<file path="config.mk">
export PLATFORM = sky130hd
export DESIGN_NAME = imem_loader_flat
export DESIGN_NICKNAME = d
export VERILOG_FILES = /design/src/rtl/imem_pkg.sv /design/src/rtl/imem_loader_if.sv /design/src/rtl/imem_loader_byte_assembler.sv /design/src/rtl/imem_loader.sv /design/src/flat_wrapper.sv
export SDC_FILE = /design/constraint.sdc
export NUM_CORES = 1
export LEC_CHECK = 0
export ABC_AREA = 1
export CAP_MARGIN = 20
export CORE_ASPECT_RATIO = 0.6
export CORE_MARGIN = 3
export CORE_UTILIZATION = 53
export DETAILED_ROUTE_END_ITERATION = 10
export PLACE_DENSITY = 0.82
export SYNTH_ARGS = -nofsm -noshare
export SYNTH_HDL_FRONTEND = slang
export SYNTH_SLANG_ARGS = --single-unit
</file>
<file path="constraint.sdc">
create_clock -name clk -period 4 [get_ports clk]
set_input_delay 1 -clock clk [delete_from_list [all_inputs] [get_ports clk]]
set_output_delay 1 -clock clk [all_outputs]
set_load 0.1 [all_outputs]
</file>
<file path="src/rtl/imem_pkg.sv">
// Shared constants, load-state encoding and address helper for the instruction-memory loader.
package imem_pkg;

  localparam int unsigned IM_SIZE_DEFAULT = 32'd128;
  localparam logic [5:0]  HALT_OPCODE     = 6'b111111;
  localparam logic [31:0] IM_HALT_WORD    = {HALT_OPCODE, 26'd0};
  // The CPU pre-increments its PC, so fetch begins at address 0 after the run pulse.
  localparam logic [31:0] PC_INIT         = 32'hFFFF_FFFC;

  typedef enum logic [1:0] {
    IDLE = 2'd0,
    LOAD = 2'd1,
    PAD  = 2'd2,
    DONE = 2'd3
  } load_state_e;

  function automatic logic [31:0] word_addr(input logic [29:0] index);
    return {index, 2'b00};
  endfunction

endpackage

</file>
<file path="src/rtl/imem_loader_if.sv">
// Byte-stream handshake plus instruction-memory write port of the loader.
interface imem_loader_if;

  logic        in_valid;
  logic [7:0]  in_data;
  logic        in_ready;
  logic        im_we;
  logic [31:0] im_waddr;
  logic [31:0] im_wdata;

  modport master (
    input  in_valid, in_data,
    output in_ready, im_we, im_waddr, im_wdata
  );

  modport slave (
    output in_valid, in_data,
    input  in_ready, im_we, im_waddr, im_wdata
  );

endinterface

</file>
<file path="src/rtl/imem_loader_byte_assembler.sv">
// Packs accepted bytes MSB-first into 32-bit words; flags the word on its 4th byte.
module byte_assembler (
  input  logic        clk,
  input  logic        rst_n,
  input  logic        clear,
  input  logic        accept,
  input  logic [7:0]  data,
  output logic        word_valid,
  output logic [31:0] word_data
);

  logic [23:0] hold;
  logic [1:0]  count;

  // Holding register and mod-4 byte counter; a partial word waits here indefinitely.
  always_ff @(posedge clk) begin
    if (!rst_n || clear) begin
      hold  <= 24'd0;
      count <= 2'd0;
    end else if (accept) begin
      hold  <= {hold[15:0], data};
      count <= count + 2'd1;
    end
  end

  assign word_valid = accept && (count == 2'd3);
  assign word_data  = {hold, data};

endmodule

</file>
<file path="src/rtl/imem_loader.sv">
// Instruction-memory loader: byte stream in, sequential word writes out, CPU held until done.
// Optional halt-word fill of the remaining memory is enabled by defining IMEM_LOADER_PAD_EN.
module imem_loader #(
  parameter int unsigned SIZE_IM   = imem_pkg::IM_SIZE_DEFAULT,
  parameter logic [31:0] HALT_WORD = imem_pkg::IM_HALT_WORD
) (
  input  logic                     clk,
  input  logic                     rst_n,
  input  logic                     start,
  imem_loader_if.master            bus,
  output logic [$clog2(SIZE_IM):0] word_count,
  output logic                     busy,
  output logic                     cpu_hold,
  output logic                     done,
  output logic                     run_pulse
);

  import imem_pkg::*;

  localparam int WC = $clog2(SIZE_IM) + 1;
  localparam logic [WC-1:0] SIZE_W   = WC'(SIZE_IM);
  localparam logic [WC-1:0] LAST_IDX = WC'(SIZE_IM - 1);
`ifdef IMEM_LOADER_PAD_EN
  localparam bit PAD_EN = 1'b1;
`else
  localparam bit PAD_EN = 1'b0;
`endif

  load_state_e   state;
  logic [WC-1:0] index;
  logic [WC-1:0] count;
  logic          ending;
  logic          pad_next;
  logic          we;
  logic [31:0]   waddr;
  logic [31:0]   wdata;
  logic          busy_q;
  logic          done_q;
  logic          pulse_q;

  logic          in_ready;
  logic          accept;
  logic          load_entry;
  logic          word_valid;
  logic [31:0]   word_data;
  logic          is_halt;
  logic          is_last;

  // ending marks the cycle the final stream word is being written: no more bytes taken.
  assign in_ready   = (state == LOAD) && !ending;
  assign accept     = bus.in_valid && in_ready;
  assign load_entry = start && ((state == IDLE) || (state == DONE));
  assign is_halt    = (word_data == HALT_WORD);
  assign is_last    = (index == LAST_IDX);

  byte_assembler u_asm (
    .clk        (clk),
    .rst_n      (rst_n),
    .clear      (load_entry),
    .accept     (accept),
    .data       (bus.in_data),
    .word_valid (word_valid),
    .word_data  (word_data)
  );

  // Load sequencer with registered write port and status outputs.
  always_ff @(posedge clk) begin
    if (!rst_n) begin
      state    <= IDLE;
      index    <= '0;
      count    <= '0;
      ending   <= 1'b0;
      pad_next <= 1'b0;
      we       <= 1'b0;
      waddr    <= 32'd0;
      wdata    <= 32'd0;
      busy_q   <= 1'b0;
      done_q   <= 1'b0;
      pulse_q  <= 1'b0;
    end else begin
      we      <= 1'b0;
      pulse_q <= 1'b0;
      case (state)
        IDLE, DONE: begin
          if (start) begin
            state    <= LOAD;
            index    <= '0;
            count    <= '0;
            ending   <= 1'b0;
            pad_next <= 1'b0;
            busy_q   <= 1'b1;
            done_q   <= 1'b0;
          end
        end
        LOAD: begin
          if (ending) begin
            ending <= 1'b0;
            if (pad_next) begin
              // First fill write issues here so the fill stream has no bubble.
              state <= PAD;
              we    <= 1'b1;
              wdata <= HALT_WORD;
              waddr <= word_addr(30'(index));
              index <= index + WC'(1);
            end else begin
              state   <= DONE;
              busy_q  <= 1'b0;
              done_q  <= 1'b1;
              pulse_q <= 1'b1;
            end
          end else if (word_valid) begin
            we    <= 1'b1;
            wdata <= word_data;
            waddr <= word_addr(30'(index));
            index <= index + WC'(1);
            count <= count + WC'(1);
            if (is_halt || is_last) begin
              ending   <= 1'b1;
              pad_next <= PAD_EN && is_halt && !is_last;
            end
          end
        end
`ifdef IMEM_LOADER_PAD_EN
        PAD: begin
          if (index == SIZE_W) begin
            state   <= DONE;
            busy_q  <= 1'b0;
            done_q  <= 1'b1;
            pulse_q <= 1'b1;
          end else begin
            we    <= 1'b1;
            wdata <= HALT_WORD;
            waddr <= word_addr(30'(index));
            index <= index + WC'(1);
          end
        end
`endif
        default: begin
          state  <= IDLE;
          busy_q <= 1'b0;
          done_q <= 1'b0;
        end
      endcase
    end
  end

  assign bus.in_ready = in_ready;
  assign bus.im_we    = we;
  assign bus.im_waddr = waddr;
  assign bus.im_wdata = wdata;
  assign word_count   = count;
  assign busy         = busy_q;
  assign cpu_hold     = busy_q;
  assign done         = done_q;
  assign run_pulse    = pulse_q;

endmodule

</file>
<file path="src/flat_wrapper.sv">
// flat-port wrapper written by rule: the top's interface ports become plain ports
module imem_loader_flat import imem_pkg::*;
#(
  parameter int unsigned SIZE_IM   = imem_pkg::IM_SIZE_DEFAULT,
  parameter logic [31:0] HALT_WORD = imem_pkg::IM_HALT_WORD
)
  (clk, rst_n, start, word_count, busy, cpu_hold, done, run_pulse, bus_in_valid, bus_in_data, bus_in_ready, bus_im_we, bus_im_waddr, bus_im_wdata);
  imem_loader_if bus_i ();
  input  logic clk;
  input  logic rst_n;
  input  logic start;
  output logic [$clog2(SIZE_IM):0] word_count;
  output logic busy;
  output logic cpu_hold;
  output logic done;
  output logic run_pulse;
  input wire logic [$bits(bus_i.in_valid)-1:0] bus_in_valid;
  input wire logic [$bits(bus_i.in_data)-1:0] bus_in_data;
  output wire logic [$bits(bus_i.in_ready)-1:0] bus_in_ready;
  output wire logic [$bits(bus_i.im_we)-1:0] bus_im_we;
  output wire logic [$bits(bus_i.im_waddr)-1:0] bus_im_waddr;
  output wire logic [$bits(bus_i.im_wdata)-1:0] bus_im_wdata;
  assign bus_i.in_valid = bus_in_valid;
  assign bus_i.in_data = bus_in_data;
  assign bus_in_ready = bus_i.in_ready;
  assign bus_im_we = bus_i.im_we;
  assign bus_im_waddr = bus_i.im_waddr;
  assign bus_im_wdata = bus_i.im_wdata;
  imem_loader #(.SIZE_IM(SIZE_IM), .HALT_WORD(HALT_WORD)) u_core (.clk(clk), .rst_n(rst_n), .start(start), .bus(bus_i), .word_count(word_count), .busy(busy), .cpu_hold(cpu_hold), .done(done), .run_pulse(run_pulse));
endmodule
</file>
==> results of run 1 <==
metrics by stage:
step / setup slack [ns] / util [%] / hold slack (ns) / cell area (sq um)
final: 1.09 / 68.6 / 0.469 / 4680
after global placement: 1.09 / 64.1 / 0.447 / 4370
after floorplan: 1.63 / - / 0.439 / 3890
after CTS: 1.09 / 68.6 / 0.474 / 4680
after detailed placement: 1.04 / 64.1 / 0.455 / 4370
after global routing: 1.03 / 68.6 / 0.497 / 4680
state kept, by name, indices dropped and copies added, names as in the netlist:
signal and cells:
u_core.state 2, u_core.u_asm.hold 24, u_core.done 1, u_core.bus.im_we 1
u_core.ending 1, u_core.bus.im_waddr 8, u_core.busy 1, u_core.index 8
u_core.bus.im_wdata 32, u_core.u_asm.count 2, u_core.word_count 8, u_core.run_pulse 1
logic make-up after synthesis:
logic type                 share of synthesized area (%)
adders and majority gates                           1.98
AOI/OAI and AO/OA                                   14.7
other                                             0.0987
and+or+nand+nor                                     23.3
DFF                                                 46.9
buffers and inverters                               13.0
cell usage after synthesis, drive strengths merged (4+ instances only):
cell type,instances,area (sq um)
nor2,43,186
inv,51,191
dfxtp,89,1780
buf,36,259
a21oi,51,259
nand2,118,468
o21ai,16,80.1
nand3,36,180
ha,6,75.1
a211oi,15,113
clkbuf,11,41.3
nor3,4,20.0
o31ai,11,82.6
where the power goes:
group | internal, mW | switching, mW
Combinational | 0.149 | 0.571
Clock | 0.503 | 0.354
Sequential | 0.940 | 0.0379
Total | 1.59 | 0.963
routing by layer:
layer	vias up	track usage, %	routed length [um]
li1	1661	-	-
met1	1543	34.0	4690
met2	145	35.3	4020
met3	18	6.84	649
met4	0	5.60	108
met5	-	0	0
area by class of cell:
cell class / count / area [sq um] / area share (%)
Timing Repair Buffer: 69 / 678 / 14.5
Tap cell: 87 / 109 / 2.33
Inverter: 52 / 195 / 4.17
Multi-Input combinational cell: 332 / 1610 / 34.4
Clock inverter: 6 / 66.3 / 1.42
Clock buffer: 10 / 239 / 5.11
Sequential cell: 89 / 1780 / 38.1
path summary, 6_finish.rpt:
kind | startpoint | endpoint | slack, ns
worst max-delay path | u_core.word_count[0] | word_count[0] | 1.09
worst min-delay path | u_core.word_count[4] | u_core.word_count[4] | 0.47
worst max register to register | u_core.state[1] | u_core.index[7] | 1.56
worst min register to register | u_core.word_count[4] | u_core.word_count[4] | 0.47
==> results by group, run 1 <==
Die
  – Starting density of the core: 55.7%
  – Rows: 23
  – Die area: 8260 sq um
  – Die width: 115 um
  – Boundary Pins: 90
  – Die height: 71.6 um
  – Core box area: 6820 sq um

Routing
  – Via count: 3,367
  – Overall routed net length: 9470 um
  – Routed vias/inst: 5.22
  – DRC errors left: 0
  – Initial DRC Count: 412
  – Pre-antenna DRT Iters: 5
  – Wirelength per Cell: 14.7 um
  – Post-route ant nets: 0

Timing
  – Hold violation count in the final report: 0
  – Final setup viols: 0
  – Skew final: 0.00712 ns
  – Setup TNS: 0 ns
  – Fmax: 0.344 GHz
  – Normalized max-slew margin: 32.8%
  – Crit path time final: 2.91 ns
  – Final Max Slew Viols: 0
  – Worst Tran Pin Value: 1.01 ns
  – RSZ-0062 raised after global routing: false
  – Crit share post-route: 72.6%

CTS
  – Total CTS buffers: 9
  – Root Driver: clkbuf_16
  – CTS tree: built
  – # resized after CTS: 0
  – Clock sink total: 89
  – Clock Latency Late Sink: 0.34 ns
  – CTS Hold Bufs: 0
  – Clock-pin slew on the worst setup and hold paths: 0.06 ns
  – Post-CTS Setup Bufs: 0
  – # H-tree levels: 3
  – Clock Tree Buf Depth: 2

Synthesis
  – Ys async rst share: 0%
  – Register bit total from synthesis: 89
  – Sequential area share after synthesis: 46.9%
  – Gate Count Post-Synth: 497
  – Mapped Area: 3800 sq um
  – Post-synth EDFFs: 0
  – Yosys warning total: 0
  – Ys flop type: dfxtp_1
  – Syn Area/Cell: 7.65 sq um
  – Synth cell types: 30

Worst setup path
  – Reg2reg path depth: 12
  – Critical Path Stages: 1
  – WP data required: 3.00 ns
  – Worst Path Arrival: 1.91 ns
  – Slowest cell on crit path: clkdlybuf4s50_1
  – Buf/Inv on CP: 1
  – Cell family with most CP delay: buffers and inverters
  – Critical Path Sink Type: output pin
  – Setup crit start kind: register
  – Crit-path max FO: 5
  – CP peak stage delay: 1.18 ns
  – Crit path kind: reg -> out
  – CP Cell Sequence: clkdlybuf4s50_1

Power
  – Power Dens Cells: 546 nW/um^2
  – Worst VDD drop: 243 uV
  – Leakage power: 1.78 nW
  – Total chip power: 2.56 mW

Cells and area
  – Final #Nets: 571
  – N_diodes: 0
  – FILL cells: 580
  – Layout area overhead: 23.1%
  – Layout cell share with drive strength beyond 1: 6.45%
  – Most frequent cells in the layout: nand2_1, dfxtp_1, clkdlybuf4s50_1
  – Finished Layout Cells: 645
  – Commonest non-fill, non-tap cell in the layout: nand2_1

Run
  – Max-cap violations: 0

Outcome
  – Outcome: complete, no violations

Place
  – Dpl hpwl: 6730 um
  – Gpl congestion: 0.879
  – Cells after DPL: 629
  – Port Buffer Count: 65

Global route
  – GRT Overall Usage: 23.6%
  – Largest net degree at the start of global routing: 44
  – Total gr overflow: 0
  – Vias in the first global route: 3,069
  – First-pass GRT wire length: 15,400 um
  – Initial antenna violation count: 0

Hold path
  – Hold Crit Class: reg -> reg
  – Hold path depth: 2
Power figures use the tool's default switching activity.
==> run 2: changes to the inputs <==
- CORE_UTILIZATION: 53 -> 50
- PLACE_DENSITY: 0.82 -> 0.78
- clock period: 4 -> 2.89 ns (I/O delays scaled with it)
==> results by group, run 2 (same netlist as run 1, synthesis figures left out) <==
Die
  – Die area: 8720 sq um (+5.6%)
  – Rows: 23 (unchanged)
  – Die height: 73.5 um (+2.7%)
  – Boundary Pins: 90 (unchanged)
  – Core box area: 7020 sq um (+3.0%)
  – Die width: 119 um (+2.8%)
  – Starting density of the core: 54.1% (-1.6 points)

Hold path
  – Hold Crit Class: reg -> reg
  – Endpoint, Worst Hold: u_core.bus.im_wdata[1]
  – Hold path depth: 2 (unchanged)
  – Hold_sp: u_core.bus.im_wdata[1]

Routing
  – Pre-antenna DRT Iters: 4 (-1)
  – Wirelength per Cell: 13.9 um (-5.3%)
  – Post-route ant nets: 0 (unchanged)
  – DRC errors left: 0 (unchanged)
  – Overall routed net length: 9210 um (-2.8%)
  – Via count: 3,303 (-1.9%)
  – Initial DRC Count: 298 (-28%)
  – Routed vias/inst: 4.99 (-4.4%)

Timing
  – Setup TNS: 0 ns (unchanged)
  – Skew final: 0.00763 ns (+0.000519 ns)
  – Final setup viols: 0 (unchanged)
  – Crit path time final: 2.38 ns
  – Final Max Slew Viols: 0 (unchanged)
  – RSZ-0062 raised after global routing: false
  – Fmax: 0.420 GHz
  – Worst Tran Pin Value: 0.711 ns (-0.295 ns)
  – Crit share post-route: 82.5%
  – Hold violation count in the final report: 0 (unchanged)
  – Normalized max-slew margin: 52.5% (+20 points)

Cells and area
  – Final #Nets: 575 (+0.70%)
  – Layout area overhead: 20.6%
  – Most frequent cells in the layout: nand2_1, dfxtp_1, buf_4
  – Layout cell share with drive strength beyond 1: 16.2% (+9.7 points)
  – N_diodes: 0 (unchanged)
  – Finished Layout Cells: 662 (+2.6%)
  – FILL cells: 645 (+11%)
  – Commonest non-fill, non-tap cell in the layout: nand2_1
  – Largest register FFs: 32 (unchanged)

Place
  – Cells after DPL: 646 (+2.7%)
  – Dpl hpwl: 6770 um (+0.54%)
  – Port Buffer Count: 65 (unchanged)
  – Gpl congestion: 0.850 (-3.4%)

Worst setup path
  – Reg-to-reg slack, setup: 0.85 ns (-0.71 ns)
  – Crit Reg-Reg Endpoint: u_core.index[2]
  – Crit path kind: reg -> out
  – Worst Path Arrival: 1.66 ns (-0.25 ns)
  – Setup crit start kind: register
  – WP data required: 2.17 ns (-0.83 ns)
  – Critical Path Sink Type: output pin
  – Reg2reg path depth: 8 (-4)
  – Crit-path max FO: 6 (+1)
  – Worst r2r src: u_core.state[0]

Global route
  – Vias in the first global route: 3,002 (-2.2%)
  – GRT Overall Usage: 21.8% (-1.8 points)
  – Total gr overflow: 0 (unchanged)
  – Largest net degree at the start of global routing: 28 (-36%)
  – First-pass GRT wire length: 15,000 um (-2.7%)
  – Initial antenna violation count: 0 (unchanged)

Run
  – Max-cap violations: 0 (unchanged)

CTS
  – Total CTS buffers: 9 (unchanged)
  – # resized after CTS: 0 (unchanged)
  – Clock-pin slew on the worst setup and hold paths: 0.06 ns (about the same)
  – CTS Hold Bufs: 0 (unchanged)
  – Root Driver: clkbuf_16
  – # H-tree levels: 3 (unchanged)
  – CTS tree: built
  – Clock Tree Buf Depth: 2 (unchanged)
  – Clock sink total: 89 (unchanged)
  – Post-CTS Setup Bufs: 0 (unchanged)
  – Clock Latency Late Sink: 0.34 ns (about the same)

Power
  – Power Dens Cells: 761 nW/um^2 (+39%)
  – Worst VDD drop: 361 uV (+48%)
  – Leakage power: 1.89 nW (+6.6%)

Outcome
  – Outcome: complete, no violations
run 2: cell types whose count changed in the layout (fill, tap and decap cells not counted), moves of 2 or more:
| cell | previous run | this run |
|---|---|---|
| clkbuf_8 | 1 | 4 |
| clkinv_2 | 2 | 0 |
| clkbuf_1 | 0 | 2 |
| clkinv_4 | 2 | 0 |
| buf_4 | 5 | 62 |
| clkdlybuf4s50_1 | 64 | 11 |
run 2: cell type report:
class / count / area, sq um / area share, %
well taps: 100 / 125 / 2.73
inverters: 52 / 195 / 4.26
clock inverters: 1 / 7.51 / 0.164
multi-input cells: 332 / 1610 / 35.1
repair buffers: 73 / 576 / 12.6
clock buffers: 15 / 288 / 6.28
flip-flops and latches: 89 / 1780 / 38.9
run 2: worst max-delay path by stage:
stage,from,end,slack [ns]
final,u_core.state[1],bus_in_ready,0.51
after global routing,u_core.state[1],bus_in_ready,0.42
after CTS,u_core.state[1],bus_in_ready,0.51
after detailed placement,start,u_core.index[2],0.41
after global placement,start,u_core.index[2],0.49
after floorplan,u_core.busy,cpu_hold,0.79
run 2: critical path: stages (launching register included):
cell and delay, ns:
dfxtp_1 0.31, inv_1 0.11, ha_1 0.34, inv_2 0.10
nor2_4 0.14, buf_4 0.31
run 2: through the flow:
step,util [%],cell area [sq um],setup WS (ns),hold slack (ns),power (mW)
5_1_grt,65.3,4580,0.421,0.491,3.64
3_3_place_gp,61.0,4290,0.486,0.452,2.33
6_report,65.3,4580,0.507,0.475,3.49
4_1_cts,65.3,4580,0.511,0.475,3.49
3_5_place_dp,61.0,4290,0.410,0.459,2.37
2_1_floorplan,-,3890,0.794,0.439,2.21
run 2: power breakdown:
part	total, mW	switching [mW]	internal, mW
registers	1.35	0.0514	1.30
logic	0.999	0.791	0.208
clock network	1.14	0.459	0.677
total	3.49	1.30	2.19
run 2: routing by layer:
layer	routed length (um)	vias up	global-route usage [%]
met2	3720	113	30.9
met3	753	9	7.38
met4	103	0	6.29
met5	0	-	0
li1	-	1682	-
met1	4630	1499	31.5
==> run 3: changes to the inputs <==
- CORE_UTILIZATION: 50 -> 45
- PLACE_DENSITY: 0.78 -> 0.74
- clock period: 2.89 -> 2.15 ns (I/O delays scaled with it)
==> results by group, run 3 (same netlist as run 1, synthesis figures left out) <==
Cells and area
  – Non-Filler Cell Area, Final: 4670 sq um (+1.9%)
  – N_diodes: 0 (unchanged)
  – Layout cell share with drive strength beyond 1: 17.3% (+1.1 points)
  – Commonest non-fill, non-tap cell in the layout: nand2_1
  – Most frequent cells in the layout: nand2_1, dfxtp_1, buf_4
  – Final #Nets: 582 (+1.2%)
  – Layout area overhead: 22.9%
  – Largest register FFs: 32 (unchanged)

Global route
  – Total gr overflow: 0 (unchanged)
  – Initial antenna violation count: 0 (unchanged)
  – Vias in the first global route: 2,917 (-2.8%)
  – Largest net degree at the start of global routing: 27 (-3.6%)
  – GRT Overall Usage: 18.7% (-3.1 points)
  – First-pass GRT wire length: 14,600 um (-2.4%)

Routing
  – Post-route ant nets: 0 (unchanged)
  – Routed vias/inst: 4.82 (-3.3%)
  – Wirelength per Cell: 13.3 um (-4.7%)
  – DRC errors left: 0 (unchanged)
  – Via count: 3,261 (-1.3%)
  – Pre-antenna DRT Iters: 4 (unchanged)
  – Overall routed net length: 8960 um (-2.7%)
  – Initial DRC Count: 211 (-29%)

Die
  – Boundary Pins: 90 (unchanged)
  – Rows: 25 (+8.7%)
  – Die height: 77.2 um (+5.0%)
  – Die width: 125 um (+5.1%)
  – Die area: 9620 sq um (+10%)
  – Starting density of the core: 47.3% (-6.8 points)
  – Core box area: 8040 sq um (+14%)

Worst setup path
  – Crit path kind: reg -> out
  – Worst Path Arrival: 1.35 ns (-0.31 ns)
  – CP Cell Sequence: inv_1 > ha_1 > inv_2 > nor2_4 > buf_12
  – Crit-path max FO: 3 (-3)
  – Slowest cell on crit path: dfxtp_1
  – Critical Path Sink Type: output pin
  – WP data required: 1.61 ns (-0.56 ns)
  – CP peak stage delay: 0.31 ns (-0.03 ns)
  – Setup crit start kind: register
  – Cell family with most CP delay: buffers and inverters
  – Buf/Inv on CP: 3 (unchanged)

CTS
  – Post-CTS Setup Bufs: 0 (unchanged)
  – Clock Latency Late Sink: 0.34 ns (about the same)
  – CTS Hold Bufs: 0 (unchanged)
  – Clock sink total: 89 (unchanged)
  – Clock-pin slew on the worst setup and hold paths: 0.06 ns (about the same)
  – Total CTS buffers: 9 (unchanged)
  – # H-tree levels: 3 (unchanged)
  – CTS tree: built
  – # resized after CTS: 0 (unchanged)
  – Root Driver: clkbuf_16
  – Clock Tree Buf Depth: 2 (unchanged)

Timing
  – Crit path time final: 1.89 ns
  – Final setup viols: 0 (unchanged)
  – Setup TNS: 0 ns (unchanged)
  – Crit share post-route: 87.9%
  – Worst Tran Pin Value: 0.544 ns (-0.167 ns)
  – Normalized max-slew margin: 63.7% (+11 points)
  – Skew final: 0.00661 ns (-0.00103 ns)
  – WHS: 0.461 ns (-0.0140 ns)
  – Final Max Slew Viols: 0 (unchanged)
  – RSZ-0062 raised after global routing: false
  – Hold violation count in the final report: 0 (unchanged)
  – Fmax: 0.529 GHz

Hold path
  – Hold Crit Class: reg -> reg

Power
  – Total chip power: 4.78 mW (+37%)
  – Leakage power: 1.94 nW (+2.5%)
  – Worst VDD drop: 518 uV (+44%)
  – Power Dens Cells: 1020 nW/um^2 (+34%)

Place
  – Port Buffer Count: 65 (unchanged)
  – Dpl hpwl: 6730 um (-0.53%)
  – Gpl congestion: 0.847 (-0.27%)
  – DP Area: 4370 sq um (+2.0%)

Run
  – Max-cap violations: 0 (unchanged)

Outcome
  – Outcome: complete, no violations
-- run 3: cell count changes in the layout (fill, tap and decap cells not counted), sizes merged --
cell	before	now
buf	62	69
clkbuf	15	12
clkinv	1	3
bufinv	0	1
clkinvlp	1	0
-- run 3: per-stage QoR --
stage	cells	setup WS [ns]	utilization, %
after floorplan	520	0.0928	-
after global placement	661	0.0911	54.4
after detailed placement	661	0.103	54.4
after CTS	676	0.248	58.1
after global routing	676	0.162	58.1
final	676	0.260	58.1
-- run 3: path summary, 6_finish.rpt --
check	slack [ns]	start	depth (start not counted)	end
max reg2reg	0.38	u_core.state[1]	11	u_core.word_count[6]
max	0.26	u_core.state[1]	5	bus_in_ready
min reg2reg	0.46	u_core.index[5]	2	u_core.index[5]
min	0.46	u_core.index[5]	2	u_core.index[5]
-- run 3: per-layer routing --
layer	vias to the layer above	share of wire (%)	GRT usage (%)	wire length, um
li1	1692	-	-	-
met1	1464	54	28.6	4810
met2	94	39	24.6	3450
met3	11	7.0	6.05	627
met4	0	0.80	5.03	72
met5	-	0	0	0
-- run 3: final cells by class --
class | count | area (sq um)
clock buffers | 12 | 256
fillers | 747 | 3370
clock inverters | 3 | 40.0
inverters | 52 | 195
multi-input cells | 332 | 1610
repair buffers | 80 | 653
well taps | 108 | 135
flip-flops and latches | 89 | 1780
-- run 3: worst register-to-register path, delay by kind of cell, from the launching register on --
kind | cells | cell delay (ns)
compound gates | 1 | 0.24
fa+ha+maj | 1 | 0.19
buf+inv | 2 | 0.25
flops | 1 | 0.31
simple gates | 7 | 0.72
-- run 3: power by group --
part / switching, mW / internal, mW / total (mW) / leakage, nW
clock network: 0.607 / 0.953 / 1.56 / 0.148
logic: 1.06 / 0.346 / 1.40 / 1.07
registers: 0.0672 / 1.75 / 1.82 / 0.719
